[config.mk]
export PLATFORM = sky130hd
export DESIGN_NAME = uart_rx
export DESIGN_NICKNAME = d
export VERILOG_FILES = /design/src/rtl/uart_pkg.sv /design/src/rtl/uart_os_tick.sv /design/src/rtl/uart_rx.sv
export SDC_FILE = /design/constraint.sdc
export NUM_CORES = 1
export LEC_CHECK = 0
export ABC_AREA = 1
export CORE_UTILIZATION = 55
export CTS_CLUSTER_SIZE = 8
export DETAILED_ROUTE_END_ITERATION = 16
export PLACE_DENSITY_LB_ADDON = 0.3
export RECOVER_POWER = 100
export SYNTH_ARGS = -nofsm -noshare
export SYNTH_HDL_FRONTEND = slang
export SYNTH_SLANG_ARGS = --single-unit
[constraint.sdc]
create_clock -name clk -period 3.25 [get_ports clk]
set_input_delay 0.4875 -clock clk [delete_from_list [all_inputs] [get_ports clk]]
set_output_delay 0.4875 -clock clk [all_outputs]
set_load 0.02 [all_outputs]
[src/rtl/uart_pkg.sv]
// Shared UART definitions: receiver FSM states, default frame timing and the 16x oversample factor.
// The PARITY state exists only when UART_RX_PARITY_EN is defined.
package uart_pkg;

  localparam int OVS_FACTOR      = 16;
  localparam int DEFAULT_OVS_DIV = 326;
  localparam int DEFAULT_DBIT    = 8;
  localparam int DEFAULT_SB_TICK = 16;

  typedef enum logic [2:0] {
    IDLE   = 3'd0,
    START  = 3'd1,
    DATA   = 3'd2,
    STOP   = 3'd3
`ifdef UART_RX_PARITY_EN
    , PARITY = 3'd4
`endif
  } uart_state_e;

endpackage

[src/rtl/uart_os_tick.sv]
// Free-running divider producing a one-cycle tick every N clocks.
// Shared by the UART receiver and transmitter as the oversample time base.
module uart_os_tick
  import uart_pkg::*;
#(
  parameter int N = DEFAULT_OVS_DIV,
  parameter int M = 9
) (
  input  logic clk,
  input  logic reset,
  output logic tick
);

  logic [M-1:0] cnt_q, cnt_d;

  assign tick  = (cnt_q == M'(N - 1));
  assign cnt_d = tick ? '0 : cnt_q + M'(1);

  // NOTE: sequential state is written with <= only, so every flop samples pre-edge values.
  always_ff @(posedge clk or negedge reset) begin
    if (!reset) cnt_q <= '0;
    else        cnt_q <= cnt_d;
  end

endmodule

[src/rtl/uart_rx.sv]
// 16x-oversampling UART receiver with valid/ready output, frame and overrun error pulses.
// Define UART_RX_PARITY_EN to add a parity bit after the data bits and the parity_err output.
module uart_rx
  import uart_pkg::*;
#(
  parameter int OVS_DIV = DEFAULT_OVS_DIV,
  parameter int DBIT    = DEFAULT_DBIT,
  parameter int SB_TICK = DEFAULT_SB_TICK
) (
  input  logic            clk,
  input  logic            reset,
  input  logic            rx,
  output logic [DBIT-1:0] rx_data,
  output logic            rx_valid,
  input  logic            rx_ready,
  output logic            frame_err,
  output logic            overrun_err
`ifdef UART_RX_PARITY_EN
  , output logic          parity_err
`endif
);

  localparam int TICK_W = (OVS_DIV > 1) ? $clog2(OVS_DIV) : 1;
  localparam int S_MAX  = (SB_TICK > OVS_FACTOR) ? SB_TICK : OVS_FACTOR;
  localparam int S_W    = $clog2(S_MAX);
  localparam int N_W    = (DBIT > 1) ? $clog2(DBIT) : 1;

  logic            rx_meta_q, rx_sync_q;
  logic            tick;
  uart_state_e     state_q, state_d;
  logic [S_W-1:0]  s_q, s_d;
  logic [N_W-1:0]  n_q, n_d;
  logic [DBIT-1:0] b_q, b_d;
  logic            stop_sample, good_frame;
  logic [DBIT-1:0] rx_data_q;
  logic            rx_valid_q, frame_err_q, overrun_err_q;
`ifdef UART_RX_PARITY_EN
  logic            par_q, par_d, par_bad, parity_err_q;
`endif

  uart_os_tick #(.N(OVS_DIV), .M(TICK_W)) u_tick (
    .clk   (clk),
    .reset (reset),
    .tick  (tick)
  );

  // Synchronizer resets to the idle level so release never looks like a start bit.
  always_ff @(posedge clk or negedge reset) begin
    if (!reset) begin
      rx_meta_q <= 1'b1;
      rx_sync_q <= 1'b1;
    end else begin
      rx_meta_q <= rx;
      rx_sync_q <= rx_meta_q;
    end
  end

  // NOTE: every always_comb output gets a default first, so no path can infer a latch.
  always_comb begin
    state_d     = state_q;
    s_d         = s_q;
    n_d         = n_q;
    b_d         = b_q;
    stop_sample = 1'b0;
`ifdef UART_RX_PARITY_EN
    par_d       = par_q;
`endif
    case (state_q)
      IDLE: if (!rx_sync_q) begin
        state_d = START;
        s_d     = '0;
      end
      START: if (tick) begin
        if (s_q == S_W'(OVS_FACTOR / 2 - 1)) begin
          s_d     = '0;
          n_d     = '0;
          state_d = rx_sync_q ? IDLE : DATA;
        end else s_d = s_q + S_W'(1);
      end
      DATA: if (tick) begin
        if (s_q == S_W'(OVS_FACTOR - 1)) begin
          s_d = '0;
          b_d = {rx_sync_q, b_q[DBIT-1:1]};
          if (n_q == N_W'(DBIT - 1)) begin
`ifdef UART_RX_PARITY_EN
            state_d = PARITY;
`else
            state_d = STOP;
`endif
          end else n_d = n_q + N_W'(1);
        end else s_d = s_q + S_W'(1);
      end
`ifdef UART_RX_PARITY_EN
      PARITY: if (tick) begin
        if (s_q == S_W'(OVS_FACTOR - 1)) begin
          s_d     = '0;
          par_d   = rx_sync_q;
          state_d = STOP;
        end else s_d = s_q + S_W'(1);
      end
`endif
      STOP: if (tick) begin
        if (s_q == S_W'(SB_TICK - 1)) begin
          s_d         = '0;
          stop_sample = 1'b1;
          state_d     = IDLE;
        end else s_d = s_q + S_W'(1);
      end
      default: state_d = IDLE;
    endcase
  end

`ifdef UART_RX_PARITY_EN
  assign par_bad    = ^{b_q, par_q};
  assign good_frame = stop_sample & rx_sync_q & ~par_bad;
`else
  assign good_frame = stop_sample & rx_sync_q;
`endif

  always_ff @(posedge clk or negedge reset) begin
    if (!reset) begin
      state_q       <= IDLE;
      s_q           <= '0;
      n_q           <= '0;
      b_q           <= '0;
      rx_data_q     <= '0;
      rx_valid_q    <= 1'b0;
      frame_err_q   <= 1'b0;
      overrun_err_q <= 1'b0;
`ifdef UART_RX_PARITY_EN
      par_q         <= 1'b0;
      parity_err_q  <= 1'b0;
`endif
    end else begin
      state_q       <= state_d;
      s_q           <= s_d;
      n_q           <= n_d;
      b_q           <= b_d;
      if (good_frame) rx_data_q <= b_q;
      // A new good frame wins over a same-cycle consume: the word is fresh.
      rx_valid_q    <= good_frame | (rx_valid_q & ~rx_ready);
      frame_err_q   <= stop_sample & ~rx_sync_q;
      overrun_err_q <= good_frame & rx_valid_q;
`ifdef UART_RX_PARITY_EN
      par_q         <= par_d;
      parity_err_q  <= stop_sample & par_bad;
`endif
    end
  end

  assign rx_data     = rx_data_q;
  assign rx_valid    = rx_valid_q;
  assign frame_err   = frame_err_q;
  assign overrun_err = overrun_err_q;
`ifdef UART_RX_PARITY_EN
  assign parity_err  = parity_err_q;
`endif

endmodule
==> results of run 1 <==
worst reg2reg max path: stages (launching register included):
cell,delay [ns]
dfrtp_1,0.42
inv_1,0.06
ha_1,0.13
nand2_1,0.06
nor2_1,0.15
nand2_1,0.20
nor2_1,0.48
nand2_1,0.32
nand2_1,0.13
nand2_1,0.06
registers in the layout, indices dropped and copies added (netlist names):
register	cells
state_q	2
b_q	8
rx_meta_q	1
rx_valid	1
rx_sync_q	1
n_q	3
u_tick.cnt_q	9
overrun_err	1
rx_data	8
frame_err	1
s_q	4
through the flow:
step	instances	util (%)	power, mW
after floorplan	223	-	0.499
after global placement	280	65.5	0.512
after detailed placement	280	65.5	0.512
after CTS	288	67.5	0.767
after global routing	288	66.1	0.789
final	288	66.1	0.760
per-layer routing:
| layer | wire length (µm) | share of wire, % |
|---|---|---|
| met5 | 0 | 0 |
| met4 | 94 | 2.7 |
| met3 | 141 | 4.0 |
| met2 | 1640 | 46 |
| met1 | 1650 | 47 |
how the worst max path moves through the flow:
| stage | endpoint | start | slack (ns) | cells past startpoint |
|---|---|---|---|---|
| after detailed placement | rx_data[3] | u_tick.cnt_q[1] | 1.60 | 9 |
| final | b_q[2] | u_tick.cnt_q[1] | 1.14 | 9 |
| after CTS | rx_data[1] | rx_data[1] | 1.39 | 1 |
| after floorplan | b_q[7] | u_tick.cnt_q[1] | 1.87 | 9 |
| after global placement | rx_data[7] | u_tick.cnt_q[1] | 1.61 | 9 |
| after global routing | b_q[5] | u_tick.cnt_q[1] | 0.90 | 9 |
power groups by stage:
stage	clock network (mW)	logic (mW)	registers, mW
finish	0.259	0.0113	0.490
global route	0.285	0.0135	0.490
CTS	0.265	0.0127	0.490
detailed placement	0	0.0127	0.499
global placement	0	0.0126	0.499
floorplan	0	0.00182	0.497
logic make-up after synthesis:
family	synth area share [%]
DFF	52.1
and+or+nand+nor	35.2
adders and majority gates	3.33
buffers and inverters	5.00
AOI/OAI and AO/OA	3.00
xor gates and xnor gates	1.40
Yosys cell counts, types with 2 or more instances:
master	n
ha_1	5
nand3_1	9
inv_2	8
nor2_4	2
nand3b_1	2
nand4_1	8
o21ai_0	5
xor2_1	2
a21oi_1	4
dfstp_2	2
nor3_1	3
inv_1	16
nor2_2	4
dfrtp_1	37
nand2_1	87
nor2_1	15
nand2_2	3
area by class of cell:
type / count / area [µm²] / area share (%)
clock inverter: 3 / 25.0 / 1.20
clock buffer: 5 / 37.5 / 1.80
inverter: 24 / 90.1 / 4.32
multi-input combinational: 159 / 764 / 36.7
tap: 44 / 55.1 / 2.64
timing repair buffer: 14 / 134 / 6.42
sequential: 39 / 978 / 46.9
==> results.md, run 1 <==
* Area grow syn2layout at 11.0%
* Worst path bufs/invs at 1
* Commonest non-fill, non-tap cell in the layout: nand2_1
* First-pass GRT wire length at roughly 6000 µm
* Num CTS Buffers at 5
* Hold path depth at 0
* Ant diodes at 0
* Die Height at 60.4 µm
* CTS tree: yes
* WL final at approximately 3500 µm
* Clk pwr share at between 30% and 40%
* Worst slack at placement at 1.60 ns
* Syn Nets at 232
* Vias in the first global route at 1366
* Comb pwr share at 1.5%
* DRC Markers at 0
* Resized cells post-CTS at 0
* GRT met3 Usage at 7.46%
* Arrival time worst endpoint at 2.36 ns
* Hold Slack at 0.362 ns
* Internal reg-to-reg setup slack at 1.14 ns
* H-tree levels at 2
* Peak VDD IR at 294 µV
* Vias at 1489
* Biggest cell delay along the critical path at around 0.48 ns
* Fin. Hold Viols at 0
* Async S/R FF share, synth at 100%
* Hold Path End: rx_sync_q
* Worst Tran Pin Value at 1.97 ns
* Die area at 3650 µm²
* Relative slew slack at -31.7%
* Cell count after synthesis at 223
* Switching Fraction at 24.2%
* Layout Nets at approximately 250
* Cell row count at 20
* Met1 Use GR at 28.7%
* Proportion of layout cells with a drive suffix above 1 at 8.61%
* Worst Path Class, Setup: flop to flop
* CTS root buf: clkbuf_4
* Setup ws final at 1.14 ns
* Setup TNS at 0 ns
* Slew Limit Fails at 40
* Leading cell types in the layout, fill and taps excluded: 90 x nand2_1, 37 x dfrtp_1, 19 x nor2_1, 17 x inv_1, 12 x dlygate4sd3_1
* Largest net degree at the start of global routing at 40
* Total number of clock tree sinks at 39
* Mean Syn Cell Area at roughly 8.4 µm²
* Initial Utilization at 59.6%
* Mapped Area at 1880 µm²
* Busiest grt layer: met2
* Post-DP HPWL at 2460 µm
* Min cycle time layout at 2.11 ns
* GRT Util Overall at between 20% and 30%
* Worst-Skew Late Latency at between 0.3 and 0.4 ns
* Crit-path slowest cell: nor2_1
* Hold_sp: rx_meta_q
* Fillers at 265
* Routability Congestion at 0.811
* Area contributors post-synth: dfrtp_1 49%, nand2_1 17%, ha_1 3.3%, inv_1 3.2%, nor2_1 3.0%
* Cell chain of the critical path: inv_1, ha_1, nand2_1, nor2_1, nand2_1, nor2_1, nand2_1, nand2_1, nand2_1
* Top FF cell, synth: dfrtp_1
* Startpoint types: flop
* Worst hold path type: flop to flop
* # setup viols final at 0
* Reg2Reg Depth at 9
* Hold buffer count at CTS at 0
* Initial antenna violation count at 0
* Post-DP Area at 2060 µm²
* Die X at 60.4 µm
* Post-DRT Antenna Nets at 0
* Cell variety after synth at 28
* Max Freq at 0.473 GHz
* Required time of the critical path at 3.50 ns
* Max cap viols at 1
* Yosys top cell area share at 49.3%
* Clk_skew at 0.0139 ns
* Starting DRT DRC Count at 103
* Seq/Total Area, Yosys at 52.1%
* P_sw at 0.184 mW
* Pwr dens at 365 nW/µm²
* Core area at 3150 µm²
* WL/cell at 12.2 µm
* Status: finished with violations
* Crit-path leading delay family: simple AND/OR/NAND/NOR gates
* Clock Tree Buf Depth at 2
* Int Pwr at 0.576 mW
* Number of synthesized flops with an enable pin at 0
* Total grt overflow at 0
* Post-CTS setup buffer count at 0
* IO Pins at 15
* Port Buffers at 14
* Static leakage at between 1 and 1.5 nW
* RR Endpoint: b_q[2]
* Met2 Usage GRT at 35.5%
* Crit Path Max Fanout at 9
* Most frequent CP cell: nand2_1
* RSZ-0062 raised after global routing: false
* Synthesis-stage register bit count at 39
* Via density at 5.17
* Crit end category: flop
* Final instance area at between 2000 and 2500 µm²
* Clock-pin slew on the worst setup and hold paths at 0.13 ns
* Worst R2R Start: u_tick.cnt_q[1]
* DRT Pass-1 Iters at 4
* YS warnings at 0
* Failing checks: max-capacitance violations, max-slew violations
* Period utilization at about 65%
* Flop pwr share at between 60% and 70%
* Post-synth top area cell: dfrtp_1
Power figures use the tool's default switching activity.
==> run 2: changes to the inputs <==
==> constraint.sdc (replaced) <==
create_clock -name clk -period 2.2 [get_ports clk]
set_input_delay 0.33 -clock clk [delete_from_list [all_inputs] [get_ports clk]]
set_output_delay 0.33 -clock clk [all_outputs]
set_load 0.02 [all_outputs]
==> run 2 against run 1 <==
The flow now finishes without violations. Die area unchanged. Worst hold slack got worse by 0.29 ns. Fmax increased by 15%. Sequential power increased by 48%. Total power increased by 51%. Clock skew decreased by 0.0054 ns. Non-clock buffer count unchanged. Register-to-register slack got worse by 0.77 ns. First-iteration DRC count increased by 9.7%. Count of clock-buffer cells in the layout increased by 3. Cell area increased by 1.0%. Critical path depth decreased by 1. Largest cell class unchanged. Highest routed layer unchanged.
==> results.md, run 2 (synthesized netlist as in run 1, its figures left out) <==
* Status: complete, no violations
* Post-DP HPWL at 2570 µm (+4.3%)
* Slew Limit Fails at 0 (-100%)
* Relative slew slack at 45.2% (+77 points)
* Comb pwr share at 1.5% (about the same)
* Vias in the first global route at 1370 (+0.29%)
* Setup TNS at 0 ns (unchanged)
* Min cycle time layout at 1.83 ns (-0.279 ns)
* Crit-path slowest cell: dfrtp_1
* Die Height at 60.4 µm (unchanged)
* Ant diodes at 0 (unchanged)
* Startpoint types: flop
* Fin. Hold Viols at 0 (unchanged)
* Arrival time worst endpoint at 2.07 ns (-0.29 ns)
* H-tree levels at 2 (unchanged)
* Worst slack at placement at 0.547 ns (-1.05 ns)
* Commonest non-fill, non-tap cell in the layout: nand2_1
* Area grow syn2layout at 12.1%
* Post-CTS setup buffer count at 0 (unchanged)
* Port Buffers at 14 (unchanged)
* Setup ws final at 0.365 ns (-0.771 ns)
* Biggest cell delay along the critical path at 0.42 ns (-0.06 ns)
* Resized cells post-CTS at 0 (unchanged)
* Via density at 5.16 (-0.20%)
* Final instance area at 2110 µm² (+1.0%)
* RSZ-0062 raised after global routing: false
* WL final at 3420 µm (-3.0%)
* Crit Path Max Fanout at 6 (-3)
* Initial antenna violation count at 0 (unchanged)
* Peak VDD IR at 367 µV (+25%)
* Max cap viols at 0 (-1)
* Clock Tree Buf Depth at 2 (unchanged)
* Required time of the critical path at 2.44 ns (-1.06 ns)
* Clk pwr share at 35.3% (+1.2 points)
* Num CTS Buffers at 5 (unchanged)
* Largest net degree at the start of global routing at 40 (unchanged)
* Worst Path Class, Setup: flop to flop
* Layout Nets at 252 (unchanged)
* Switching Fraction at 20.3% (-3.9 points)
* Cell row count at 20 (unchanged)
* CTS root buf: clkbuf_4
* Flop pwr share at 63.2% (-1.3 points)
* Routability Congestion at 0.807 (-0.54%)
* First-pass GRT wire length at 5790 µm (-3.5%)
* Clock-pin slew on the worst setup and hold paths at 0.11 ns (-0.02 ns)
* Post-DRT Antenna Nets at 0 (unchanged)
* Core area at 3150 µm² (unchanged)
* DRC Markers at 0 (unchanged)
* Period utilization at 83.4% (+18 points)
* Post-DP Area at 2060 µm² (unchanged)
* Die area at 3650 µm² (unchanged)
* DRT Pass-1 Iters at 4 (unchanged)
* Leading cell types in the layout, fill and taps excluded: 90 x nand2_1, 37 x dfrtp_1, 18 x nor2_1, 16 x inv_1, 12 x dlygate4sd3_1
* # setup viols final at 0 (unchanged)
* IO Pins at 15 (unchanged)
* Cell chain of the critical path: ha_1, nand3_1, nand2_1, nand2_1, nor2_1, nand2_1, nand2_1, nand2_1
* Static leakage at 1.18 nW (+1.8%)
* Starting DRT DRC Count at 113 (+9.7%)
* Initial Utilization at 59.6% (unchanged)
* WL/cell at 11.9 µm (-3.0%)
* Int Pwr at 0.912 mW (+58%)
* Vias at 1486 (-0.20%)
* Die X at 60.4 µm (unchanged)
* Biggest register: u_tick.cnt_q
* Most frequent CP cell: nand2_1
* Pwr dens at 543 nW/µm² (+49%)
* Proportion of layout cells with a drive suffix above 1 at 9.84% (+1.2 points)
* Total grt overflow at 0 (unchanged)
* Max FFs per register at 9 (unchanged)
* Worst hold path type: primary input to asynchronous set/reset pin
* Clk_skew at 0.00849 ns (-0.00544 ns)
* Max Freq at 0.545 GHz (+15%)
* GRT Util Overall at 21.9% (-0.75 points)
* CTS tree: yes
* Worst Tran Pin Value at 0.823 ns (-1.15 ns)
* Crit end category: flop
* Total number of clock tree sinks at 39 (unchanged)
* P_sw at 0.233 mW (+27%)
* Hold buffer count at CTS at 0 (unchanged)
* Worst-Skew Late Latency at 0.34 ns (-0.02 ns)
==> run 2: final cells by class <==
cell class,count,area [µm²]
Tap cell,44,55.1
Fill cell,290,1050
Timing Repair Buffer,14,135
Inverter,24,90.1
Multi-Input combinational cell,159,778
Clock buffer,8,68.8
Sequential cell,39,978
==> run 2: path summary, 6_finish.rpt <==
path / slack [ns] / endpoint / cells past startpoint / start
worst max register to register: 0.37 / n_q[0] / 8 / s_q[0]
worst min-delay path: 0.07 / u_tick.cnt_q[7] / 1 / reset
worst max-delay path: 0.37 / n_q[0] / 8 / s_q[0]
min in group clk: 0.36 / rx_sync_q / 0 / rx_meta_q
worst min register to register: 0.36 / rx_sync_q / 0 / rx_meta_q
max in group asynchronous: 1.60 / rx_data[6] / 1 / reset
==> run 2: power groups by stage <==
stage          registers, mW  logic [mW]  clock network (mW)
2_1_floorplan          0.735     0.00269                   0
3_3_place_gp           0.737      0.0186                   0
3_5_place_dp           0.737      0.0189                   0
4_1_cts                0.724      0.0189               0.420
5_1_grt                0.724      0.0208               0.449
6_report               0.724      0.0171               0.404
==> run 2: worst max-delay path, delay by kind of cell, from the launching register on <==
kind	cells	cell delay, ns
flops	1	0.42
simple gates	7	1.07
fa+ha+maj	1	0.25
==> run 2: stage by stage <==
step                      instances  utilization, %  total power [mW]  hold slack, ns
after floorplan                 223               -             0.737          0.0344
after global placement          280            65.5             0.756           0.346
after detailed placement        280            65.5             0.756           0.348
after CTS                       288            67.7              1.16          0.0995
after global routing            288            66.8              1.19           0.137
final                           288            66.8              1.14          0.0671
==> run 2: metal layers <==
metal / wire length, µm / GRT usage [%]
met1: 1570 / 28.2
met2: 1620 / 33.9
met3: 132 / 5.12
met4: 93 / 13.0
met5: 0 / 0
==> run 3: changes to the inputs <==
==> constraint.sdc (replaced) <==
create_clock -name clk -period 1.8 [get_ports clk]
set_input_delay 0.27 -clock clk [delete_from_list [all_inputs] [get_ports clk]]
set_output_delay 0.27 -clock clk [all_outputs]
set_load 0.02 [all_outputs]
==> run 3 against run 2 <==
Worst hold slack gained 0.30 ns. Critical path depth shrank 7. Setup slack lost 0.23 ns. Largest power group unchanged. Clock power grew 34%. Global-route usage shrank 0.055 points. Cell area grew 4.0%. Non-clock buffer count grew 6. First-iteration DRC count shrank 54%. Total power grew 27%. Count of clock-buffer cells in the layout shrank 2. Register-to-register slack lost 0.20 ns.
==> results.md, run 3 (synthesized netlist as in run 1, its figures left out) <==
* Status: complete, no violations
* Fillers at 257 (-11%)
* Routability Congestion at 0.825 (+2.2%)
* Worst hold path type: flop to flop
* Relative slew slack at 27.1% (-18 points)
* DRC Markers at 0 (unchanged)
* Biggest cell delay along the critical path at 0.65 ns (+0.23 ns)
* Worst path bufs/invs at 1 (+1)
* # setup viols final at 0 (unchanged)
* Worst R2R Start: u_tick.cnt_q[1]
* Crit end category: output pin
* Int Pwr at 1.18 mW (+29%)
* Startpoint types: flop
* Starting DRT DRC Count at 52 (-54%)
* Comb pwr share at 1.9% (+0.4 points)
* Ant diodes at 0 (unchanged)
* Crit-path slowest cell: dlygate4sd3_1
* Switching Fraction at 19.0% (-1.3 points)
* DRT Pass-1 Iters at 5 (+1)
* Core area at 3150 µm² (unchanged)
* Reg2Reg Depth at 9 (+1)
* Cell row count at 20 (unchanged)
* First-pass GRT wire length at 5870 µm (+1.3%)
* Proportion of layout cells with a drive suffix above 1 at 12.4% (+2.6 points)
* Clk_skew at 0.00511 ns (-0.00338 ns)
* Finished Layout Cells at 293 (+1.7%)
* Worst Path Class, Setup: flop to output pin
* WL/cell at 11.4 µm (-3.7%)
* CTS root buf: clkbuf_4
* Period utilization at approximately 92%
* RR Endpoint: rx_data[3]
* Clk pwr share at 37.2% (+1.9 points)
* Die area at 3650 µm² (unchanged)
* H-tree levels at 2 (unchanged)
* Initial Utilization at 59.6% (unchanged)
* Min cycle time layout at 1.66 ns
* Internal reg-to-reg setup slack at 0.17 ns (-0.20 ns)
* Required time of the critical path at 1.53 ns (-0.91 ns)
* Worst-Skew Late Latency at 0.33 ns (about the same)
* Vias in the first global route at 1409 (+2.8%)
* Num CTS Buffers at 5 (unchanged)
* Max FFs per register at 9 (unchanged)
* Crit-path leading delay family: buffers and inverters
* Area grow syn2layout at 16.7%
* Initial antenna violation count at 0 (unchanged)
* Arrival time worst endpoint at 1.39 ns (-0.68 ns)
* Biggest register: u_tick.cnt_q
* Worst Tran Pin Value at 1.09 ns (+0.271 ns)
* Vias at 1470 (-1.1%)
* CTS tree: yes
* Leading cell types in the layout, fill and taps excluded: 88 x nand2_1, 37 x dfrtp_1, 16 x inv_1, 16 x nor2_1, 13 x dlygate4sd3_1
* DP Cell Count at 282 (+0.71%)
* Total grt overflow at 0 (unchanged)
* CP startpoint: rx_data[2]
* Crit Path Max Fanout at 2 (-4)
* WP depth at 1 (-7)
* RSZ-0062 raised after global routing: false
* Clock-pin slew on the worst setup and hold paths at 0.10 ns (about the same)
* Max cap viols at 0 (unchanged)
* Clock Tree Buf Depth at 2 (unchanged)
* CP Capture Point: rx_data[2]
* Die Height at 60.4 µm (unchanged)
* Port Buffers at 14 (unchanged)
* Largest net degree at the start of global routing at 21 (-48%)
* Post-DRT Antenna Nets at 0 (unchanged)
* Via density at 5.02 (-2.8%)
* Total number of clock tree sinks at 39 (unchanged)
* Slew Limit Fails at 0 (unchanged)
* IO Pins at 15 (unchanged)
* Commonest non-fill, non-tap cell in the layout: nand2_1
* Pwr dens at 663 nW/µm² (+22%)
* Max Freq at 0.601 GHz
* GRT Util Overall at 21.8% (-0.055 points)
* Cell chain of the critical path: dlygate4sd3_1
* Setup TNS at 0 ns (unchanged)
* Post-DP HPWL at 2510 µm (-2.1%)
* Fin. Hold Viols at 0 (unchanged)
* P_sw at 0.276 mW (+19%)
* Flop pwr share at 60.9% (-2.3 points)
* Peak VDD IR at 444 µV (+21%)
* Layout Nets at 258 (+2.4%)
* Static leakage at 1.22 nW (+3.9%)
* WL final at 3350 µm (-2.0%)
* Die X at 60.4 µm (unchanged)
-- run 3: cell types whose count changed in the layout (fill, tap and decap cells not counted), sizes merged --
cell	delta
bufinv	+1
buf	+3
dlygate4sd3	+1
-- run 3: metal layers --
layer	GRT usage, %	routed length (µm)
met5	0	0
met4	9.74	73
met3	3.84	85
met2	34.5	1500
met1	29.7	1690
-- run 3: metrics by stage --
step                util [%]  setup slack, ns  cell area, µm²  hold slack [ns]  power (mW)
floorplan                  -            0.415            1880          -0.0256       0.901
global placement        66.3            0.197            2090            0.246       0.930
detailed placement      66.3            0.180            2090            0.246       0.930
CTS                     68.9            0.167            2170            0.332        1.47
global route            69.5          0.00306            2190            0.373        1.51
finish                  69.5            0.136            2190            0.365        1.45
-- run 3: how the worst min path moves through the flow --
stage                            to       from  cells after the start  slack [ns]
finish                    rx_sync_q  rx_meta_q                      0        0.36
detailed placement  u_tick.cnt_q[5]      reset                      1        0.25
floorplan                    b_q[0]      reset                      0       -0.03
global placement    u_tick.cnt_q[5]      reset                      1        0.25
CTS                       rx_meta_q         rx                      1        0.33
global route              rx_sync_q  rx_meta_q                      0        0.37
-- run 3: cell type report --
type                            count  area, µm²  area share, %
Sequential cell                    39        978           44.7
Multi-Input combinational cell    159        806           36.8
Timing Repair Buffer               20        190           8.68
Inverter                           24       90.1           4.11
Tap cell                           44       55.1           2.51
Clock buffer                        6       41.3           1.88
Clock inverter                      1       30.0           1.37
-- run 3: what timing repair did --
| item | in CTS | in global routing |
|---|---|---|
| buffers inserted | 0 | 3 |
| resized for setup | 0 | 1 |
| endpoints found under the setup margin | 0 | 3 |
| hold endpoints to repair | 17 | 0 |
| hold buffers | 1 | 0 |
-- run 3: power groups by stage --
| stage | clock [mW] | combinational (mW) | sequential [mW] |
|---|---|---|---|
| detailed placement | 0 | 0.0279 | 0.902 |
| finish | 0.540 | 0.0274 | 0.885 |
| global route | 0.589 | 0.0322 | 0.886 |
| global placement | 0 | 0.0282 | 0.902 |
| CTS | 0.555 | 0.0297 | 0.885 |
| floorplan | 0 | 0.00329 | 0.898 |
